===== src/rtl/dvp_pkg.sv =====
// Shared types and constants for the DVP frame generator.
package dvp_pkg;

  typedef enum logic [1:0] {
    MODE_LFSR  = 2'd0,
    MODE_RAMP  = 2'd1,
    MODE_BARS  = 2'd2,
    MODE_FIXED = 2'd3
  } dvp_mode_e;

  typedef enum logic [2:0] {
    StIdle,
    StVsync,
    StVbp,
    StHblank,
    StActive
  } dvp_state_e;

  // RGB565 colour bars, left to right.
  localparam logic [15:0] BAR [0:7] = '{
    16'hFFFF, 16'hFFE0, 16'h07FF, 16'h07E0, 16'hF81F, 16'hF800, 16'h001F, 16'h0000
  };

  // Galois taps for x^16+x^14+x^13+x^11+1 in a right-shifting register.
  localparam logic [15:0] LFSR_TAPS = 16'hB400;

  function automatic logic [15:0] lfsr_next(input logic [15:0] s);
    lfsr_next = {1'b0, s[15:1]} ^ (s[0] ? LFSR_TAPS : 16'h0000);
  endfunction

  function automatic int unsigned umax(input int unsigned a, input int unsigned b);
    umax = (a > b) ? a : b;
  endfunction

endpackage


===== src/rtl/dvp_pattern.sv =====
// Pixel pattern source: combinational pixel for column x / line y, plus the LFSR state.
module dvp_pattern
  import dvp_pkg::*;
#(
  parameter int unsigned COL  = 1024,
  parameter logic [15:0] SEED = 16'hACE1,
  parameter int unsigned XW   = 10,
  parameter int unsigned YW   = 10
) (
  input  logic          clk_i,
  input  logic          rst_i,
  input  logic          load_i,
  input  logic          step_i,
  input  dvp_mode_e     mode_i,
  input  logic [15:0]   color_i,
  input  logic [XW-1:0] x_i,
  input  logic [YW-1:0] y_i,
  output logic [15:0]   px_o
);

  logic [15:0] lfsr_q;
  logic [15:0] x16;
  logic [15:0] y16;
  logic [2:0]  bar_idx;

  // LFSR restarts from the seed each frame so all frames match; advances once per pixel.
  always_ff @(posedge clk_i) begin
    if (rst_i || load_i) begin
      lfsr_q <= SEED;
    end else if (step_i) begin
      lfsr_q <= lfsr_next(lfsr_q);
    end
  end

  // Pixel value selected by the frame's latched mode.
  always_comb begin
    x16     = 16'(x_i);
    y16     = 16'(y_i);
    bar_idx = 3'((32'(x_i) * 32'd8) / COL);
    px_o    = 16'h0000;
    case (mode_i)
      MODE_LFSR:  px_o = lfsr_q;
      MODE_RAMP:  px_o = x16 + y16;
      MODE_BARS:  px_o = BAR[bar_idx];
      MODE_FIXED: px_o = color_i;
    endcase
  end

endmodule


===== src/rtl/dvp_frame_gen.sv =====
// DVP/CMOS camera-sensor emulator: vsync/href/byte stream of RGB565 frames.
module dvp_frame_gen
  import dvp_pkg::*;
#(
  parameter int unsigned ROW     = 720,
  parameter int unsigned COL     = 1024,
  parameter int unsigned H_BLANK = 100,
  parameter int unsigned VS_LEN  = 2601,
  parameter int unsigned VBP     = 16,
  parameter logic [15:0] SEED    = 16'hACE1
) (
  input  logic        CLK,
  input  logic        RST,
  input  logic        start,
  input  logic        stop,
  input  logic [15:0] num_frames,
  input  logic [1:0]  mode,
  input  logic [15:0] cfg_color,
  output logic        cmos_vsyn,
  output logic        cmos_href,
  output logic [7:0]  cmos_data,
  output logic        px_strb,
  output logic [15:0] px_data,
  output logic        busy,
  output logic        frame_done,
  output logic [15:0] frame_cnt
);

  localparam int unsigned LineBytes = 2 * COL;
  localparam int unsigned CntMax    = umax(umax(VS_LEN, VBP), umax(H_BLANK, LineBytes));
  localparam int unsigned CW        = $clog2(CntMax + 1);
  localparam int unsigned LW        = (ROW > 1) ? $clog2(ROW) : 1;
  localparam int unsigned XW        = (COL > 1) ? $clog2(COL) : 1;
  // A zero-length horizontal blank goes straight to the active bytes.
  localparam dvp_state_e  LineStart = (H_BLANK == 0) ? StActive : StHblank;

  dvp_state_e     state_q, state_d;
  logic [CW-1:0]  cnt_q, cnt_d;
  logic [LW-1:0]  line_q, line_d;
  logic           stop_q, stop_d;
  logic [15:0]    fcnt_q, fcnt_d;
  dvp_mode_e      mode_q;
  logic [15:0]    color_q;
  logic           frame_end;
  logic           vs_entry;
  logic           act_d;
  logic           step;
  logic [XW-1:0]  px_x;
  logic [15:0]    px;

  logic           vsyn_q, href_q, strb_q, busy_q, done_q;
  logic [7:0]     data_q;
  logic [15:0]    pxd_q;

  assign act_d    = (state_d == StActive);
  assign step     = act_d && cnt_d[0];
  assign vs_entry = (state_d == StVsync) && (state_q != StVsync);
  assign px_x     = XW'(cnt_d >> 1);

  dvp_pattern #(
    .COL  (COL),
    .SEED (SEED),
    .XW   (XW),
    .YW   (LW)
  ) u_pattern (
    .clk_i   (CLK),
    .rst_i   (RST),
    .load_i  (vs_entry),
    .step_i  (step),
    .mode_i  (mode_q),
    .color_i (color_q),
    .x_i     (px_x),
    .y_i     (line_d),
    .px_o    (px)
  );

  // Next state: cnt counts cycles within a state; in StActive it is the byte index.
  always_comb begin
    state_d   = state_q;
    cnt_d     = cnt_q + CW'(1);
    line_d    = line_q;
    stop_d    = stop_q;
    fcnt_d    = fcnt_q;
    frame_end = 1'b0;
    if (state_q != StIdle && stop) begin
      stop_d = 1'b1;
    end
    unique case (state_q)
      StIdle: begin
        cnt_d = '0;
        if (start) begin
          state_d = StVsync;
          stop_d  = 1'b0;
          fcnt_d  = 16'h0000;
        end
      end
      StVsync: begin
        if (cnt_q == CW'(VS_LEN - 1)) begin
          cnt_d   = '0;
          line_d  = '0;
          state_d = (VBP == 0) ? LineStart : StVbp;
        end
      end
      StVbp: begin
        if (cnt_q == CW'(VBP - 1)) begin
          cnt_d   = '0;
          state_d = LineStart;
        end
      end
      StHblank: begin
        if (cnt_q == CW'(H_BLANK - 1)) begin
          cnt_d   = '0;
          state_d = StActive;
        end
      end
      StActive: begin
        if (cnt_q == CW'(LineBytes - 1)) begin
          cnt_d = '0;
          if (line_q == LW'(ROW - 1)) begin
            frame_end = 1'b1;
            fcnt_d    = fcnt_q + 16'd1;
            // A stop arriving on the final byte still ends the run here.
            if (stop_q || stop || (num_frames != 16'd0 && fcnt_d == num_frames)) begin
              state_d = StIdle;
            end else begin
              state_d = StVsync;
            end
          end else begin
            line_d  = line_q + LW'(1);
            state_d = LineStart;
          end
        end
      end
      default: begin
        state_d = StIdle;
        cnt_d   = '0;
      end
    endcase
  end

  // State plus outputs registered from the next state, so every output is a flop.
  always_ff @(posedge CLK) begin
    if (RST) begin
      state_q <= StIdle;
      cnt_q   <= '0;
      line_q  <= '0;
      stop_q  <= 1'b0;
      fcnt_q  <= 16'h0000;
      mode_q  <= MODE_LFSR;
      color_q <= 16'h0000;
      vsyn_q  <= 1'b0;
      href_q  <= 1'b0;
      data_q  <= 8'h00;
      strb_q  <= 1'b0;
      pxd_q   <= 16'h0000;
      busy_q  <= 1'b0;
      done_q  <= 1'b0;
    end else begin
      state_q <= state_d;
      cnt_q   <= cnt_d;
      line_q  <= line_d;
      stop_q  <= stop_d;
      fcnt_q  <= fcnt_d;
      if (vs_entry) begin
        mode_q  <= dvp_mode_e'(mode);
        color_q <= cfg_color;
      end
      vsyn_q <= (state_d == StVsync);
      href_q <= act_d;
      data_q <= act_d ? (cnt_d[0] ? px[7:0] : px[15:8]) : 8'h00;
      strb_q <= step;
      if (step) begin
        pxd_q <= px;
      end
      busy_q <= (state_d != StIdle);
      done_q <= frame_end;
    end
  end

  assign cmos_vsyn  = vsyn_q;
  assign cmos_href  = href_q;
  assign cmos_data  = data_q;
  assign px_strb    = strb_q;
  assign px_data    = pxd_q;
  assign busy       = busy_q;
  assign frame_done = done_q;
  assign frame_cnt  = fcnt_q;

endmodule


===== config.mk =====
export PLATFORM = sky130hd
export DESIGN_NAME = dvp_frame_gen
export DESIGN_NICKNAME = d
export VERILOG_FILES = /design/src/rtl/dvp_pkg.sv /design/src/rtl/dvp_pattern.sv /design/src/rtl/dvp_frame_gen.sv
export SDC_FILE = /design/constraint.sdc
export NUM_CORES = 1
export LEC_CHECK = 0
export BUFFER_PORTS_ARGS = -buffer_cell sky130_fd_sc_hd__buf_4
export CAP_MARGIN = 5
export CORE_ASPECT_RATIO = 0.75
export CORE_MARGIN = 10
export CORE_UTILIZATION = 60
export DETAILED_ROUTE_END_ITERATION = 8
export PLACE_DENSITY = 0.83
export SYNTH_ARGS = -nofsm -noshare
export SYNTH_HDL_FRONTEND = slang
export SYNTH_SLANG_ARGS = --single-unit
export TNS_END_PERCENT = 50

===== constraint.sdc =====
create_clock -name CLK -period 13.4 [get_ports CLK]
set_input_delay 2.68 -clock CLK [delete_from_list [all_inputs] [get_ports CLK]]
set_output_delay 2.68 -clock CLK [all_outputs]
set_load 0.02 [all_outputs]

==> run_results.csv <==
group,metric,value,unit
critical_path,crit_fanout,18,
clock_network,clockBufferDepth,2,
run_status,status,"finished clean",
floorplanning,rows,31,
pwr,ir_drop,0.0690,mV
timing,fmax,0.179,GHz
floorplanning,io_pins,83,
timing,rsz0062_at_grt,"false",
critical_path,crit_path_start_kind,"register",
final_layout,final_layout_size_suffix_gt1_share,17.4,%
placed_design,place.gp.congestion,0.968,
clock_network,hold_buffers,0,
yosys,synth_top_cell_area_share,35.5,%
critical_path,end_kind,"register",
flow_run,drv_cap,0,
critical_path,cp.required,13.67,ns
yosys,syn_nets,771,
yosys,avgSynthCellArea,8.24,sq um
timing,maxSlewHeadroom,21.6,%
grt,grt_use_total,23.0,%
clock_network,numCtsBuffers,9,
floorplanning,core,0.00966,sq mm
clock_network,cts-resized-gates,0,
placed_design,io_buffers,82,
grt,grt_remaining_overflow,0,
yosys,synth_cells,718,
floorplanning,die_y,106,um
final_layout,area_delta_synth_final,15.5,%
worst_hold_path,hold_class,"reg -> reg",
yosys,syn_area,0.00592,sq mm
yosys,async_flop_share,0,%
placed_design,dpl.hpwl,12500,um
critical_path,slowest_delay,0.98,ns
yosys,synth_edf_count,0,
grt,grt_max_degree,64,
timing,slew_violations,0,
yosys,synthTopCellsByArea,"dfxtp_1, mux2i_1, nand2_1",
clock_network,cts_tree,"built",
critical_path,path_buf_inv,0,
pwr,power.leakage,2.66,nW
yosys,synth_ff_type,"dfxtp_1",
yosys,synth_top_cell_by_area,"dfxtp_1",
timing,setup_violations,0,
critical_path,path_cells,"ha_1, nand4_1, nor4_1, nor2_2, nor3_2, nor2b_1, ha_1, fa_1, a21oi_1, o21ai_0, a2111oi_0, nor2_1, nand2_1, or4b_2, o211a_1, a211oi_1",
grt,grt_pass1_wl,27000,um
final_layout,n_antenna_cell,0,
placed_design,dp_slack,7.88,ns
pwr,powerDensity,96.4,mW/mm^2
clock_network,clk_latency,0.35,ns
route,drc,0,
timing,post-route-period-util,41.8,%
critical_path,crit_top_cell,"ha_1",
critical_path,critPathTopFamily,"simple AND/OR/NAND/NOR gates",
final_layout,nets,828,
route,drt_iter0_markers,551,
floorplanning,die_x,135,um
yosys,yosysWarnings,0,
route,dr.pass1.iters,5,
critical_path,path_class,"reg -> reg",
critical_path,arrival,5.87,ns
clock_network,clock-sinks,105,
route,routed_wl,16800,um
timing,hold_viol,0,
yosys,yosys_register_bits,105,
timing,worst-slew-pin-transition,1.17,ns
route,wl_per_cell,18.4,um
yosys,ys_types,66,
critical_path,crit_slowest_cell,"nor4_1",
timing,setup_slack,7.80,ns
route,vias,5578,
clock_network,cts_root_buf,"clkbuf_16",
pwr,p_total,0.000659,W
yosys,yosysSeqAreaShare,35.5,%
grt,antenna_found_initial,0,
timing,finalCriticalPeriod,5.60,ns
floorplanning,start_util,61.3,%
route,vias_per_cell,6.12,
floorplanning,die_area,0.0143,sq mm
grt,grt_pass1_vias,5208,
clock_network,post-cts-setup-buffers,0,
clock_network,cts_htree_levels,3,
timing,totalNegativeSetupSlack,0,ns
route,drtAntennaViolNets,0,
clock_network,path_clk_slew,0.07,ns
timing,fin_worst_skew,0.00897,ns
[final timing paths]
check                                 from    endpoint  slack (ns)  depth (start not counted)
worst max-delay path              cnt_q[0]  px_data[8]        7.80                         16
worst min-delay path            px_data[1]  px_data[1]        0.46                          2
worst max register to register    cnt_q[0]  px_data[8]        7.80                         16
worst min register to register  px_data[1]  px_data[1]        0.46                          2
[routing by layer]
metal	GRT usage (%)	vias to the layer above	share of wire, %
li1	-	2703	-
met4	8.29	0	2.7
met5	0	-	0
met2	33.7	233	43
met1	30.9	2596	46
met3	7.34	46	8.5
[logic make-up (layout without fill, tap and decap cells)]
| kind of cell | count (synthesis) | after routing | synth area share (%) |
|---|---|---|---|
| AO/OA/AOI/OAI | 167 | 167 | 17.3 |
| buffers and inverters | 54 | 116 | 4.31 |
| AND/OR/NAND/NOR | 296 | 296 | 26.6 |
| multiplexers | 42 | 42 | 7.27 |
| XOR/XNOR | 39 | 39 | 5.77 |
| flip-flops | 105 | 105 | 35.5 |
| adder cells (fa/ha/maj) | 15 | 15 | 3.30 |
[through the flow]
step	std cells	hold WS (ns)	util, %	area (sq um)
2_1_floorplan	718	0.430	-	5920
3_3_place_gp	896	0.437	67.6	6530
3_5_place_dp	896	0.441	67.6	6530
4_1_cts	912	0.456	70.7	6830
5_1_grt	912	0.476	70.7	6830
6_report	912	0.459	70.7	6830
[report_power, final]
part           total [W]  leakage [nW]  switching, W  internal (W)
logic          0.0000643          1.66     0.0000386     0.0000257
registers       0.000324         0.850    0.00000563      0.000318
clock network   0.000271         0.141      0.000124      0.000147
total           0.000659          2.66      0.000168      0.000491
[synthesized netlist by cell type (3+ instances only)]
master	instances
a211oi_1	9
a21o_1	3
a21oi_1	54
a31oi_1	7
and2_1	15
and3_1	13
and4_1	6
buf_2	4
clkbuf_1	30
dfxtp_1	105
ha_1	14
inv_1	13
mux2_2	8
mux2i_1	34
nand2_1	82
nand2b_1	4
nand3_1	11
nand3b_1	4
nand4_1	11
nor2_1	60
nor2b_1	11
nor3_1	21
nor3_2	9
nor4_1	13
o211ai_1	11
o21ai_0	49
o21ai_1	3
o22ai_1	6
or2_2	5
or3_1	14
or4_1	4
xnor2_1	23
xor2_1	16
[area by class of cell]
type / instances / area, sq um
timing repair buffer: 86 / 646
tap: 132 / 165
multi-input combinational: 559 / 3560
sequential: 105 / 2100
inverter: 14 / 52.6
clock inverter: 6 / 73.8
clock buffer: 10 / 229
fill: 783 / 2830
[registers in the layout, summed over array words and instances (netlist names)]
name	flops
mode_q	2
u_pattern.lfsr_q	16
frame_done	1
cmos_vsyn	1
cmos_href	1
cnt_q	12
cmos_data	8
px_strb	1
color_q	16
px_data	16
busy	1
state_q	3
frame_cnt	16
stop_q	1
line_q	10
[cell usage in the layout, fill, tap and decap left out, types with 10 or more instances in the layout]
cell type,n
dfxtp_1,105
buf_4,86
nand2_1,82
nor2_1,60
a21oi_1,54
o21ai_0,49
mux2i_1,34
xnor2_1,23
nor3_1,20
xor2_1,16
and2_1,15
or3_1,14
ha_1,14
and3_1,13
inv_1,13
nor4_1,13
nor2b_1,11
nand4_1,11
o211ai_1,11
nand3_1,11
nor3_2,10
[worst min-delay path: stages (launching register included)]
cell     delay (ns)
dfxtp_1        0.32
nand2_1        0.05
nand2_1        0.05
Power figures use the tool's default switching activity.
